File: src/rtl/fifo_demux_defs.sv
// fifo_demux_defs: shared state encoding and default sizes for the FIFO pop demux
package fifo_demux_defs;
    localparam int DATA_W_DEF  = 6;
    localparam int SEL_LSB_DEF = 4;
    localparam int CNT_W_DEF   = 8;
    localparam int NUM_DEST    = 4;
    typedef enum logic [1:0] {
        ST_IDLE = 2'd0,
        ST_LOAD = 2'd1,
        ST_SEND = 2'd2
    } state_t;
endpackage

File: src/rtl/fifo_demux_stats.sv
// fifo_demux_stats: wrapping delivered-word counter and saturating stall counter
module fifo_demux_stats
    import fifo_demux_defs::*;
#(
    parameter int CNT_W = CNT_W_DEF
) (
    input  logic             clk,
    input  logic             reset_L,
    input  logic             word_inc,
    input  logic             stall_inc,
    output logic [CNT_W-1:0] word_cnt,
    output logic [CNT_W-1:0] stall_cnt
);
    // word count wraps; stall count sticks at all-ones
    always_ff @(posedge clk or negedge reset_L) begin
        if (!reset_L) begin
            word_cnt  <= '0;
            stall_cnt <= '0;
        end else begin
            if (word_inc) word_cnt <= word_cnt + 1'b1;
            if (stall_inc && !(&stall_cnt)) stall_cnt <= stall_cnt + 1'b1;
        end
    end
endmodule

File: src/rtl/fifo_demux_pop.sv
// fifo_demux_pop: pops the upstream FIFO and routes each word to one of four destinations by class; FIFO_DEMUX_STATS_EN enables the statistics counters
module fifo_demux_pop
    import fifo_demux_defs::*;
#(
    parameter int DATA_W  = DATA_W_DEF,
    parameter int SEL_LSB = SEL_LSB_DEF,
    parameter int CNT_W   = CNT_W_DEF
) (
    input  logic                clk,
    input  logic                reset_L,
    input  logic                enable2,
    input  logic                fifo_empty,
    input  logic [DATA_W-1:0]   fifo_data_out,
    input  logic                fifo_error,
    input  logic [NUM_DEST-1:0] dest_almost_full,
    output logic                fifo_pop,
    output logic [NUM_DEST-1:0] dest_push,
    output logic [DATA_W-1:0]   dest_data,
    output logic                busy,
    output logic                err_sticky,
    output logic [CNT_W-1:0]    word_cnt,
    output logic [CNT_W-1:0]    stall_cnt
);
    state_t            state;
    logic [DATA_W-1:0] hold_q;
    logic [1:0]        sel;
    logic              push_ok;
    logic              push;
    logic              pop;

    assign sel     = hold_q[SEL_LSB+1:SEL_LSB];
    assign push_ok = !dest_almost_full[sel];
    assign push    = (state == ST_SEND) && push_ok;
    // a new pop is only allowed when no word is held, or the held word leaves this cycle
    assign pop     = enable2 && !fifo_empty && ((state == ST_IDLE) || push);

    // strobes are gated by reset so nothing leaks out while reset_L is low
    always_comb begin
        fifo_pop  = reset_L && pop;
        dest_push = (reset_L && push) ? NUM_DEST'(1) << sel : '0;
    end

    assign dest_data = hold_q;
    assign busy      = (state != ST_IDLE);

    // single-word pipeline: IDLE pops, LOAD captures the read data, SEND waits for room
    always_ff @(posedge clk or negedge reset_L) begin
        if (!reset_L) begin
            state  <= ST_IDLE;
            hold_q <= '0;
        end else begin
            case (state)
                ST_IDLE: if (pop) state <= ST_LOAD;
                ST_LOAD: begin
                    hold_q <= fifo_data_out;
                    state  <= ST_SEND;
                end
                ST_SEND: if (push) state <= pop ? ST_LOAD : ST_IDLE;
                default: state <= ST_IDLE;
            endcase
        end
    end

    // upstream error is latched for software and never blocks the datapath
    always_ff @(posedge clk or negedge reset_L) begin
        if (!reset_L) err_sticky <= 1'b0;
        else if (fifo_error) err_sticky <= 1'b1;
    end

`ifdef FIFO_DEMUX_STATS_EN
    fifo_demux_stats #(.CNT_W(CNT_W)) u_stats (
        .clk       (clk),
        .reset_L   (reset_L),
        .word_inc  (push),
        .stall_inc ((state == ST_SEND) && !push_ok),
        .word_cnt  (word_cnt),
        .stall_cnt (stall_cnt)
    );
`else
    assign word_cnt  = '0;
    assign stall_cnt = '0;
`endif
endmodule

File: config.mk
export PLATFORM = sky130hd
export DESIGN_NAME = fifo_demux_pop
export DESIGN_NICKNAME = d
export VERILOG_FILES = /design/src/rtl/fifo_demux_defs.sv /design/src/rtl/fifo_demux_stats.sv /design/src/rtl/fifo_demux_pop.sv
export SDC_FILE = /design/constraint.sdc
export NUM_CORES = 1
export LEC_CHECK = 0
export BUFFER_PORTS_ARGS = -buffer_cell sky130_fd_sc_hd__buf_2
export CAP_MARGIN = 25
export CORE_MARGIN = 5
export CORE_UTILIZATION = 40
export CTS_BUF_LIST = sky130_fd_sc_hd__clkbuf_4 sky130_fd_sc_hd__clkbuf_8 sky130_fd_sc_hd__clkbuf_16
export DETAILED_ROUTE_END_ITERATION = 10
export MAX_ROUTING_LAYER = met4
export PLACE_DENSITY = 0.79
export SYNTH_ARGS = -nofsm -noshare
export SYNTH_HDL_FRONTEND = slang
export SYNTH_SLANG_ARGS = --single-unit
File: constraint.sdc
create_clock -name clk -period 4.3 [get_ports clk]
set_input_delay 0.43 -clock clk [delete_from_list [all_inputs] [get_ports clk]]
set_output_delay 0.43 -clock clk [all_outputs]
set_load 0.02 [all_outputs]
== Word level (Yosys, flattened, before mapping) ==
Cells that the tools add are included.

* Input port bits: 15
* Logic and storage cells: 27
* Flip-flop bits (word level): 9

* Shifts and indexed selects: 1
* $lt $le $gt $ge: 1
* Mux-type cells: 7
* Reduce and logical (&&, ||, !) cells: 11
* Equal/unequal tests: 4

{| class="wikitable"
|+ Operator list
! cell !! count
|-
| 2-bit one-hot mux with 3 select lines || 1
|-
| 1-bit logical AND || 5
|-
| 2-bit 2-to-1 mux || 2
|-
| 4-bit 2-to-1 mux || 1
|-
| 2-bit != test (second input constant) || 2
|-
| 1-bit by 2-bit left shift with 4-bit output (first input constant) || 1
|-
| 2-bit by 3-bit less-than comparator with 1-bit output (second input constant) || 1
|-
| 1-bit binary-select mux with 2-bit select || 1
|-
| 2-bit by 1-bit equality test with 1-bit output (second input constant) || 1
|-
| 2-bit equality test (second input constant) || 1
|-
| 1-bit logical NOT || 2
|-
| 2-bit logical NOT || 1
|-
| 1-bit 2-to-1 mux || 2
|-
| 2-bit AND reduction || 1
|-
| 2-bit nonzero test || 1
|-
| 1-bit logical OR || 1
|}

== Logic depth before layout (Yosys ltp) ==
* Word-level depth: 9
* Mapped depth: 2
* Mapped depth without buffers: 2

== Worst setup path after synthesis ==
No wires, ideal clock.

* Kind: reg2out
* Start: register hold_q[4] (netlist: dest_data[4])
* End: output port fifo_pop
* Buffers on the path: 0
* Cell stages (with the launch flop): 3
* Setup slack: 2.128 ns
* Data required time: 3.870 ns
* Arrival: 1.742 ns
* Cell sequence: dfrtp_1 > mux4_2 > a2111oi_2

* Longest elaborated chain between the ends: 7

{| class="wikitable"
|+ RTL lines
! element !! line !! RTL
|-
| from (decl) || fifo_demux_pop.sv:25 || <nowiki>logic [DATA_W-1:0] hold_q;</nowiki>
|-
| from (signal assigned) || fifo_demux_pop.sv:55 || <nowiki>hold_q <= fifo_data_out;</nowiki>
|-
| 1-bit binary-select mux with 2-bit select || fifo_demux_pop.sv:32 || <nowiki>assign push_ok = !dest_almost_full[sel];</nowiki>
|-
| 1-bit 2-to-1 mux (implied by the code) || fifo_demux_pop.sv:32 ||
|-
| 1-bit logical NOT || fifo_demux_pop.sv:32 ||
|-
| 1-bit logical AND || fifo_demux_pop.sv:33 || <nowiki>assign push = (state == ST_SEND) && push_ok;</nowiki>
|-
| 1-bit logical OR || fifo_demux_pop.sv:35 || <nowiki>assign pop = enable2 && !fifo_empty && ((state == ST_IDLE) || push);</nowiki>
|-
| 1-bit logical AND || fifo_demux_pop.sv:35 ||
|-
| 1-bit logical AND || fifo_demux_pop.sv:39 || <nowiki>fifo_pop = reset_L && pop;</nowiki>
|-
| to (decl) || fifo_demux_pop.sv:16 || <nowiki>output logic fifo_pop,</nowiki>
|}

No other way between the ends. The select of a mux whose other input is x is not followed.

== Worst setup path in the final report ==
Same ends and word-level chain as after synthesis.

==> impl_metrics.csv <==
group,metric,value,unit
placement,routabilityCongestion,0.7582,
route,wl,1170,microns
synthesis,yosysUniqueCellTypes,17,
final_layout,final_cells,94,
route,routed-via-count,442,
synthesis,synth_area,561.8,sq um
grt,grt_first_pass_wirelength,1869,microns
placement,dp_hpwl,998.4,microns
final_layout,syn_to_final_growth,21.38,%
synthesis,synthCells,49,
cts,cts_tree,"yes",
timing,skew,5.275,ps
run,cap_violations,0,
floorplan,io_pins,44,
final_layout,final_common_cell,"buf_2",
cts,insertion_delay,260,ps
cts,clk_pin_slew,60,ps
placement,place_area,651.9,sq um
worst_setup_path,path_class,"reg2out",
synthesis,yosysTopAreaCellShare,40.09,%
worst_setup_path,crit_fanout,6,
synthesis,seq_area_frac_synth,40.09,%
final_layout,antennaDiodeCount,0,
cts,cts-root-buf,"clkbuf_4",
grt,grt_pass1_vias,454,
final_layout,final_cell_mix,"buf_2, conb_1, dfrtp_1",
cts,htreeDepth,1,
pwr,cellPowerDensity,589.1,nW/um^2
route,drc,0,
worst_setup_path,ff2ff_setup_slack,2780,ps
synthesis,yosysWarnings,0,
worst_setup_path,critPathLaunchType,"register",
floorplan,die_h,47.48,microns
placement,place_inst,90,
route,wl_per_cell,12.45,microns
final_layout,nets,95,
worst_setup_path,arrival,1860,ps
synthesis,synthTopCellsByArea,"dfrtp_1, buf_4, mux2_2, a2111oi_2, mux4_2",
synthesis,ys_ff_latch,9,
run_status,status,"finished, final reports clean",
worst_setup_path,cp.required,3870,ps
placement,port_buffers,27,
worst_setup_path,end_kind,"primary output",
cts,cts_resized,0,
timing,hold_viol_final,0,
timing,fmax,436.2,MHz
synthesis,yosys.area.top_type,"dfrtp_1",
route,via_per_inst,4.702,
timing,slew_viol_final,0,
worst_hold_path,worstHoldPathType,"in2async",
timing,min_period,2293,ps
grt,antenna_found_initial,0,
pwr,peakVddDrop,295.8,uV
timing,finalCritPeriodShare,53.32,%
cts,clock_path_buffers,2,
grt,overflow,0,
timing,setup_viol,0,
timing,rsz0062_at_grt,"no",
timing,setup_tns,0,ps
floorplan,start_util,42.64,%
floorplan,die_width,47.48,microns
final_layout,drive_above_1_share,53.16,%
cts,cts_setup_buffers,0,
route,drt_iter0_markers,3,
cts,clock_sinks,9,
grt,grt_max_degree,13,
floorplan,core_area,1318,sq um
grt,track_usage,12.68,%
floorplan,die-area,2254,sq um
final_layout,stdcell_area,681.9,sq um
pwr,p_leak,0.3563,nW
cts,postCtsHoldBufs,0,
cts,cts_made_buffers,3,
floorplan,fp-row-count,13,
route,first_pass_iters,4,
timing,fin_hold_ws,23.31,ps
route,ant_nets,0,
synthesis,avgSynthCellArea,11.47,sq um
## final timing paths
check,endpoint,startpoint,depth (start not counted)
worst max-delay path,fifo_pop,dest_data[4],3
worst min-delay path,dest_data[5],reset_L,1
worst max register to register,state[0],dest_data[4],2
worst min register to register,err_sticky,err_sticky,1
max in group asynchronous,dest_data[1],reset_L,1
min in group clk,state[0],fifo_empty,2
## through the flow
stage / total power, mW / utilization [%] / worst slack (ps)
6_report: 0.4017 / 51.76 / 2007
5_1_grt: 0.4279 / 51.76 / 1927
4_1_cts: 0.4080 / 51.76 / 1995
3_5_place_dp: 0.3353 / 49.48 / 2245
3_3_place_gp: 0.3263 / 49.48 / 2255
2_1_floorplan: 0.2840 / - / 2128
## state kept, by name (all words and copies together), names as in the netlist
name	flops
dest_data	6
err_sticky	1
state	2
## Yosys cell counts
| cell type | instances |
|---|---|
| conb_1 | 1 |
| nor3b_1 | 1 |
| or2_2 | 2 |
| nand4b_1 | 1 |
| a21o_1 | 1 |
| nor3_1 | 1 |
| a2111oi_2 | 2 |
| nand3b_1 | 1 |
| nand2b_1 | 2 |
| mux2_2 | 6 |
| nor4_1 | 1 |
| inv_1 | 1 |
| buf_4 | 16 |
| mux4_2 | 1 |
| dfrtp_1 | 9 |
| nor4b_1 | 1 |
| nor2b_1 | 2 |
## cells by family after synthesis
group	Yosys count	share of synthesized area, %
multiplexers	7	16.03
AO/OA/AOI/OAI	3	6.682
buffers and inverters	17	22.05
other	1	0.6675
AND/OR/NAND/NOR	12	14.48
flip-flops	9	40.09
## critical path, cell delays in order, from the launching register on
cell       delay, ps
dfrtp_1          450
mux4_2           580
a2111oi_2        360
buf_2            210
## layout make-up
| type | count | area, sq um |
|---|---|---|
| clock buffer | 4 | 30.03 |
| multi-input combinational | 38 | 269.0 |
| fill | 128 | 635.6 |
| inverter | 1 | 3.754 |
| sequential | 9 | 225.2 |
| tap | 15 | 18.77 |
| timing repair buffer | 27 | 135.1 |
## metal layers
metal  vias to the layer above  wire length [microns]  GRT usage, %
li1                        197                      -             -
met3                         2                    142         2.632
met4                         0                     15         8.287
met1                       208                    404         13.18
met2                        35                    607         21.39
met5                         -                      0             -
## power breakdown
part           internal, mW  leakage, nW  switching (mW)
clock                0.0420       0.0184          0.0288
combinational        0.0763        0.233          0.0993
sequential            0.118        0.105          0.0369
Power figures use the tool's default switching activity.
